===== src/rtl/lane_op_pipe.sv =====
// lane_op_pipe: multi-lane, two-operand arithmetic/logic pipeline with valid/ready
// handshakes on both sides and bubble-collapsing stages.
//
// Parameters:
//   W  - lane width in bits (>= 2)
//   N  - number of independent lanes (>= 1)
//   D  - register stages (>= 1), equal to unstalled latency
//   CW - width of done_cnt
//
// Ports:
//   clk, rst_n          - clock (rising edge), async active-low reset, sync release
//   in_valid / in_ready - input handshake; in_ready is combinational
//   in_op               - opcode shared by all lanes:
//                         0 ADD, 1 SUB, 2 AND, 3 OR, 4 XOR, 5 MIN, 6 MAX, 7 PASS_A
//   in_a, in_b          - operands, lane k at [k*W +: W]
//   out_valid/out_ready - output handshake
//   out_y, out_flag     - result per lane and carry (ADD) / borrow (SUB) flag per lane
//   busy                - any stage holds a beat
//   done_cnt            - number of output transfers, wrapping
//
// Build option: define LANE_OP_PIPE_SAT_EN to saturate ADD to all-ones on carry and
// SUB to zero on borrow; the flags still report carry/borrow.

module lane_op_pipe #(
    parameter int unsigned W  = 10,
    parameter int unsigned N  = 2,
    parameter int unsigned D  = 3,
    parameter int unsigned CW = 16
) (
    input  logic            clk,
    input  logic            rst_n,
    input  logic            in_valid,
    output logic            in_ready,
    input  logic [2:0]      in_op,
    input  logic [N*W-1:0]  in_a,
    input  logic [N*W-1:0]  in_b,
    output logic            out_valid,
    input  logic            out_ready,
    output logic [N*W-1:0]  out_y,
    output logic [N-1:0]    out_flag,
    output logic            busy,
    output logic [CW-1:0]   done_cnt
);

    localparam int unsigned NW = N * W;

    localparam logic [2:0] OpAdd = 3'd0;
    localparam logic [2:0] OpSub = 3'd1;
    localparam logic [2:0] OpAnd = 3'd2;
    localparam logic [2:0] OpOr  = 3'd3;
    localparam logic [2:0] OpXor = 3'd4;
    localparam logic [2:0] OpMin = 3'd5;
    localparam logic [2:0] OpMax = 3'd6;

    logic [D-1:0]          v_q, v_d;
    logic [D-1:0][NW-1:0]  y_q, y_d;
    logic [D-1:0][N-1:0]   f_q, f_d;
    logic [CW-1:0]         done_cnt_q, done_cnt_d;

    logic [D-1:0]          adv;
    logic [D-1:0]          load;
    logic [NW-1:0]         op_y;
    logic [N-1:0]          op_f;

    // Ready ripples from the output back to stage 0; an empty stage always loads.
    always_comb begin : p_chain
        logic rdy;
        rdy  = out_ready;
        adv  = '0;
        load = '0;
        for (int i = int'(D) - 1; i >= 0; i--) begin
            adv[i]  = v_q[i] & rdy;
            load[i] = ~v_q[i] | rdy;
            rdy     = load[i];
        end
    end

    // Per-lane operation on the incoming beat.
    always_comb begin : p_op
        logic [W-1:0] a, b, r;
        logic [W:0]   s, d;
        logic         fl;
        op_y = '0;
        op_f = '0;
        for (int k = 0; k < int'(N); k++) begin
            a  = in_a[k*W +: W];
            b  = in_b[k*W +: W];
            s  = {1'b0, a} + {1'b0, b};
            d  = {1'b0, a} - {1'b0, b};
            r  = a;
            fl = 1'b0;
            case (in_op)
                OpAdd: begin
                    fl = s[W];
`ifdef LANE_OP_PIPE_SAT_EN
                    r  = fl ? {W{1'b1}} : s[W-1:0];
`else
                    r  = s[W-1:0];
`endif
                end
                OpSub: begin
                    // Top bit of the extended difference is set exactly when a < b.
                    fl = d[W];
`ifdef LANE_OP_PIPE_SAT_EN
                    r  = fl ? {W{1'b0}} : d[W-1:0];
`else
                    r  = d[W-1:0];
`endif
                end
                OpAnd:   r = a & b;
                OpOr:    r = a | b;
                OpXor:   r = a ^ b;
                OpMin:   r = (a < b) ? a : b;
                OpMax:   r = (a > b) ? a : b;
                default: r = a;
            endcase
            op_y[k*W +: W] = r;
            op_f[k]        = fl;
        end
    end

    always_comb begin : p_next
        v_d = v_q;
        y_d = y_q;
        f_d = f_q;
        if (load[0]) begin
            v_d[0] = in_valid;
            // Data only loads on accept so idle inputs never reach the stages.
            if (in_valid) begin
                y_d[0] = op_y;
                f_d[0] = op_f;
            end
        end
        for (int i = 1; i < int'(D); i++) begin
            if (load[i]) begin
                v_d[i] = v_q[i-1];
                if (v_q[i-1]) begin
                    y_d[i] = y_q[i-1];
                    f_d[i] = f_q[i-1];
                end
            end
        end
        done_cnt_d = done_cnt_q + {{(CW-1){1'b0}}, adv[D-1]};
    end

    always_ff @(posedge clk or negedge rst_n) begin
        if (!rst_n) begin
            v_q        <= '0;
            y_q        <= '0;
            f_q        <= '0;
            done_cnt_q <= '0;
        end else begin
            v_q        <= v_d;
            y_q        <= y_d;
            f_q        <= f_d;
            done_cnt_q <= done_cnt_d;
        end
    end

    assign in_ready  = load[0];
    assign out_valid = v_q[D-1];
    assign out_y     = y_q[D-1];
    assign out_flag  = f_q[D-1];
    assign busy      = |v_q;
    assign done_cnt  = done_cnt_q;

endmodule

===== config.mk =====
export PLATFORM = sky130hd
export DESIGN_NAME = lane_op_pipe
export DESIGN_NICKNAME = d
export VERILOG_FILES = /design/src/rtl/lane_op_pipe.sv
export SDC_FILE = /design/constraint.sdc
export NUM_CORES = 1
export LEC_CHECK = 0
export CAP_MARGIN = 0
export CORE_MARGIN = 4
export CORE_UTILIZATION = 45
export CTS_BUF_LIST = sky130_fd_sc_hd__clkbuf_2
export CTS_CLUSTER_DIAMETER = 30
export DETAILED_ROUTE_END_ITERATION = 16
export PLACE_DENSITY_LB_ADDON = 0.3
export SYNTH_ARGS = -nofsm -noshare
export SYNTH_HDL_FRONTEND = slang
export SYNTH_SLANG_ARGS = --single-unit

===== constraint.sdc =====
create_clock -name clk -period 2.7 [get_ports clk]
set_input_delay 0.54 -clock clk [delete_from_list [all_inputs] [get_ports clk]]
set_output_delay 0.54 -clock clk [all_outputs]
set_load 0.02 [all_outputs]

Word-level counts from Yosys, hierarchy flattened
Cells that the tools add are included.
- input port bits: 47
- output and inout port bits: 41
- flip-flop bits (word level): 85
- reduce and logical (&&, ||, !) cells: 5
- add/subtract/negate cells: 5
- equal/unequal tests: 6
- bitwise logic cells: 13
- multiplexer cells: 8
- order comparisons: 4
- operator list (kind ; count):
    one-hot mux 10 bit (7 select lines) ; 2
    2-to-1 mux 10 bit ; 4
    adder 10 x 10 -> 11 bit ; 2
    subtractor 10 x 10 -> 11 bit ; 2
    AND 10 bit ; 2
    > comparator 10 bit ; 2
    < comparator 10 bit ; 2
    bitwise OR 10 bit ; 2
    bitwise XOR 10 bit ; 2
    adder 16 x 1 -> 16 bit ; 1
    == test 3 bit, second input constant ; 3
    == test 3 x 2 -> 1 bit, second input constant ; 2
    AND reduction 2 bit ; 3
    one-hot mux 1 bit (2 select lines) ; 2
    == test 3 x 1 -> 1 bit, second input constant ; 1
    logical NOT 3 bit ; 1
    inverter 1 bit ; 3
    bitwise OR 1 bit ; 3
    OR reduction 3 bit ; 1
    AND 1 bit ; 1

Longest topological paths before layout
- depth in word-level cells: 5
- mapped depth: 11

Worst setup path after synthesis
OpenSTA, ideal clock, no wires.
- path type: input to register
- from: input in_a[10]
- to: register y_q[16] (netlist bit)
- setup slack: 140 ps
- cell stages on the path: 9
- data arrival time: 2487 ps
- cell sequence: ha_1 > fa_1 > a211oi_1 > o21ai_1 > o311a_1 > mux2_2 > o221a_1 > o311ai_1 > a2bb2oi_2
- word-level cells in the longest chain between the ends: 3
- RTL lines (element ; RTL line ; text):
    start, declared ; 35 ; input logic [N*W-1:0] in_a,
    > comparator 10 bit / < comparator 10 bit (equally long branches) ; 114, 113 ;
    2-to-1 mux 10 bit (on tied branches) ; 114, 113 ;
    one-hot mux 10 bit (7 select lines) * ; 92 ; case (in_op)
    end signal, assigned ; 154 ; y_q <= y_d;
    end, declared ; 56 ; logic [D-1:0][NW-1:0] y_q, y_d;
Every way passes the cells marked *; elsewhere a longest branch is shown, timed or not.
A chain may end at the register's enable or synchronous reset.

Final worst setup path
- from: input in_a[11]
- to: register f_q[1] (netlist bit)
- word-level cells in the longest chain between the ends: 2
- RTL lines (element ; RTL line ; text):
    subtractor 10 x 10 -> 11 bit / adder 10 x 10 -> 11 bit (equally long branches) ; 89, 88 ;
    one-hot mux 1 bit (2 select lines) * ; 92 ;
    end signal, assigned ; 150 ; f_q <= '0;
    end signal, assigned ; 155 ; f_q <= f_d;
    end, declared ; 57 ; logic [D-1:0][N-1:0] f_q, f_d;
Marked as above.

==> out/qor.yml <==
run_status:
  outcome: "completed"
clocking:
  cts_buffer_depth: 2
  cts_inserted_buffers: 9
  cts_sinks: 85
  cts_tree: "yes"
  htree_levels: 3
  clkLatencyLatePin_ps: 550
  path_clk_slew_ps: 250
  clockRootBuffer: "clkbuf_2"
logic_synthesis:
  yosysSeqAreaShare: 0.2970
  synth_warnings: 0
  ys.flop_type: "dfrtp_1"
  async_reset_ff_frac: 1.000
  syn_area_um2: 7162
  synth-edff-count: 0
  avgSynthCellArea_um2: 8.875
  yosysUniqueCellTypes: 75
  synthCells: 807
  ys_seq_elements: 85
  syn_nets: 923
detailed_routing:
  vias: 7007
  antenna_left: 0
  viasPerCell: 5.544
  wl_per_cell_um: 17.27
  dr.pass1.iters: 5
  drtIter0Drc: 493
  drc: 0
  drt_wl_total_um: 21830
pwr:
  powerDensity_nw_per_um2: 482.1
  sw_frac_of_total: 0.3734
  p_sw_uw: 1750
  p_int_uw: 2936
  power_frac_seq: 0.393
  ir_worst_vdd_v: 0.0003456
  p_leak_uw: 0.004483
  clock_power_share: 0.115
  pwr-share-comb: 0.492
setup_path:
  crit_path_cell_trace: "clkdlybuf4s50_1 -> buf_4 -> fa_1 -> buf_4 -> a21oi_1 -> o21ai_0 -> a31oi_1 -> o21bai_1 -> a311oi_1 -> o21ai_0"
  slowest_stage: "clkdlybuf4s50_1"
  crit_buf_inv: 3
  rr_endpoint: "y_q[15]"
  worstSetupPathDepth: 10
  max_stage_delay_ps: 480
  critical_path_class: "input pin to flop"
  crit_path_max_fanout: 5
  r2r_setup_slack_ps: 820
  required_ps: 3140
  rr_worst_depth: 6
  end_kind: "flop"
  crit_family: "compound AO/OA/AOI/OAI gates"
  r2r_start: "v_q[2]"
  crit_arrival_ps: 3090
  start_kind: "input pin"
floorplan:
  dieHeight_um: 134.2
  die-width_um: 134.2
  start_util: 0.4659
  ios: 88
  rows: 45
  die_area_um2: 18000
  design.core.area_um2: 15370
timing:
  drv_slew: 0
  fmax_mhz: 377.2
  setup_violations: 0
  period_minus_slack_ps: 2651
  rsz0062_at_grt: "yes"
  finClkSkew_ps: 31.91
  tightest_slew_ps: 659.1
  min_period_over_period: 0.9819
  max-slew-margin-rel: 0.5569
  finalHoldViolCount: 0
  fin_tns_setup_ps: 0
cells_and_area:
  drive_gt1_frac: 0.2804
  area_delta_synth_final_pct: 35.73
  instances_no_fill: 1264
  nets: 1164
global_routing:
  grt_max_degree: 47
  antenna_found_initial: 1
  grt-ovfl-total: 0
  grt_pass1_wl_um: 34610
  grtUsageTotal: 0.2394
  grt_pass1_vias: 6618
worst_hold_path:
  hp-class: "input pin to asynchronous set/reset pin"
placed_design:
  dpl.hpwl_um: 17410
  io_buffers: 87
  dp.cells: 1246
  routabilityCongestion: 0.9898
run:
  cap_violations: 0
area by class of cell:
type                            instances  area (µm²)
Sequential cell                        85        2127
Timing Repair Buffer                  298        2530
Fill cell                            1364        5650
Inverter                               61       229.0
Clock inverter                          5       27.53
Antenna cell                            1       2.502
Tap cell                              211       264.0
Clock buffer                           10       50.05
Multi-Input combinational cell        593        4491
cells by family after synthesis:
kind of cell             after synthesis  synth area share
AO/OA/AOI/OAI                        250            0.2287
AND/OR/NAND/NOR                      174            0.1212
buffers and inverters                129           0.08508
flip-flops                            85            0.2970
multiplexers                          73            0.1102
adder cells (fa/ha/maj)               69            0.1247
XOR/XNOR                              27           0.03302
layer usage:
metal	vias to the layer above	GRT usage	wire, µm
li1	3364	-	-
met1	3327	0.3462	9988
met2	278	0.3728	9881
met3	38	0.02888	1464
met4	0	0.08145	493
met5	-	0	0
worst max-delay path by stage:
| stage | start | to | slack [ps] |
|---|---|---|---|
| floorplan | in_a[10] | y_q[16] | 140 |
| global placement | in_a[14] | y_q[17] | -590 |
| detailed placement | in_a[14] | y_q[17] | -580 |
| CTS | in_a[14] | y_q[17] | 20 |
| global route | in_a[10] | f_q[1] | -30 |
| finish | in_a[11] | f_q[1] | 50 |
Yosys cell counts (10+ instances only):
cell type  number  area, µm²
nand3_1        20      100.1
dfrtp_1        85       2127
o21ai_0        53      265.3
inv_1          58      217.7
buf_4          25      187.7
nor3_1         18      90.09
mux2_2         47      529.3
buf_2          19      95.09
nand2_1        52      195.2
a21oi_1        74      370.4
xnor2_1        23      201.4
ha_1           65      813.3
nand2b_1       14      87.58
mux2i_1        26      260.3
clkbuf_1       15      56.30
a21o_1         10      75.07
a31oi_1        17      106.4
a211oi_1       10      75.07
nor2_1         29      108.9
power by group through the flow:
stage | clock network (µW) | logic (µW) | registers, µW
after CTS | 553 | 2280 | 1840
final | 539 | 2300 | 1840
after floorplan | 0 | 1370 | 1860
after detailed placement | 0 | 2270 | 1870
after global placement | 0 | 2240 | 1860
after global routing | 610 | 2470 | 1890
what timing repair did:
item,CTS,global route
gates resized for setup,0,12
endpoints found under the hold margin,43,0
endpoints found under the setup margin,0,13
hold buffers,1,0
setup buffers,0,1
flip-flops by register name, summed over array words and instances (netlist names):
register	flops
done_cnt	16
f_q	4
out_flag	2
out_y	20
v_q	3
y_q	40
layout by cell type, fill, tap and decap left out, drive strengths merged, types with 5 or more instances in the layout:
cell type	instances
buf	211
clkdlybuf4s50	86
dfrtp	85
a21oi	74
ha	65
inv	61
o21ai	58
nand2	52
mux2	47
nor2	32
mux2i	26
xnor2	23
nand3	20
nor3	20
a31oi	17
nand2b	14
a21o	10
clkbuf	10
a211oi	10
o21bai	8
nor2b	8
a221oi	8
or3	7
o211ai	7
o31a	6
a2bb2oi	6
a21boi	5
through the flow:
| step | area [µm²] | util | setup slack [ps] | hold slack (ps) | power, µW |
|---|---|---|---|---|---|
| floorplan | 7162 | - | 140.2 | 244.4 | 3222 |
| global placement | 9558 | 0.6218 | -585.5 | 460.3 | 4100 |
| detailed placement | 9558 | 0.6218 | -582.5 | 469.4 | 4147 |
| CTS | 9646 | 0.6275 | 23.62 | 485.9 | 4679 |
| global route | 9721 | 0.6324 | -27.52 | 485.3 | 4978 |
| finish | 9721 | 0.6324 | 48.80 | 482.6 | 4686 |
Power figures use the tool's default switching activity.
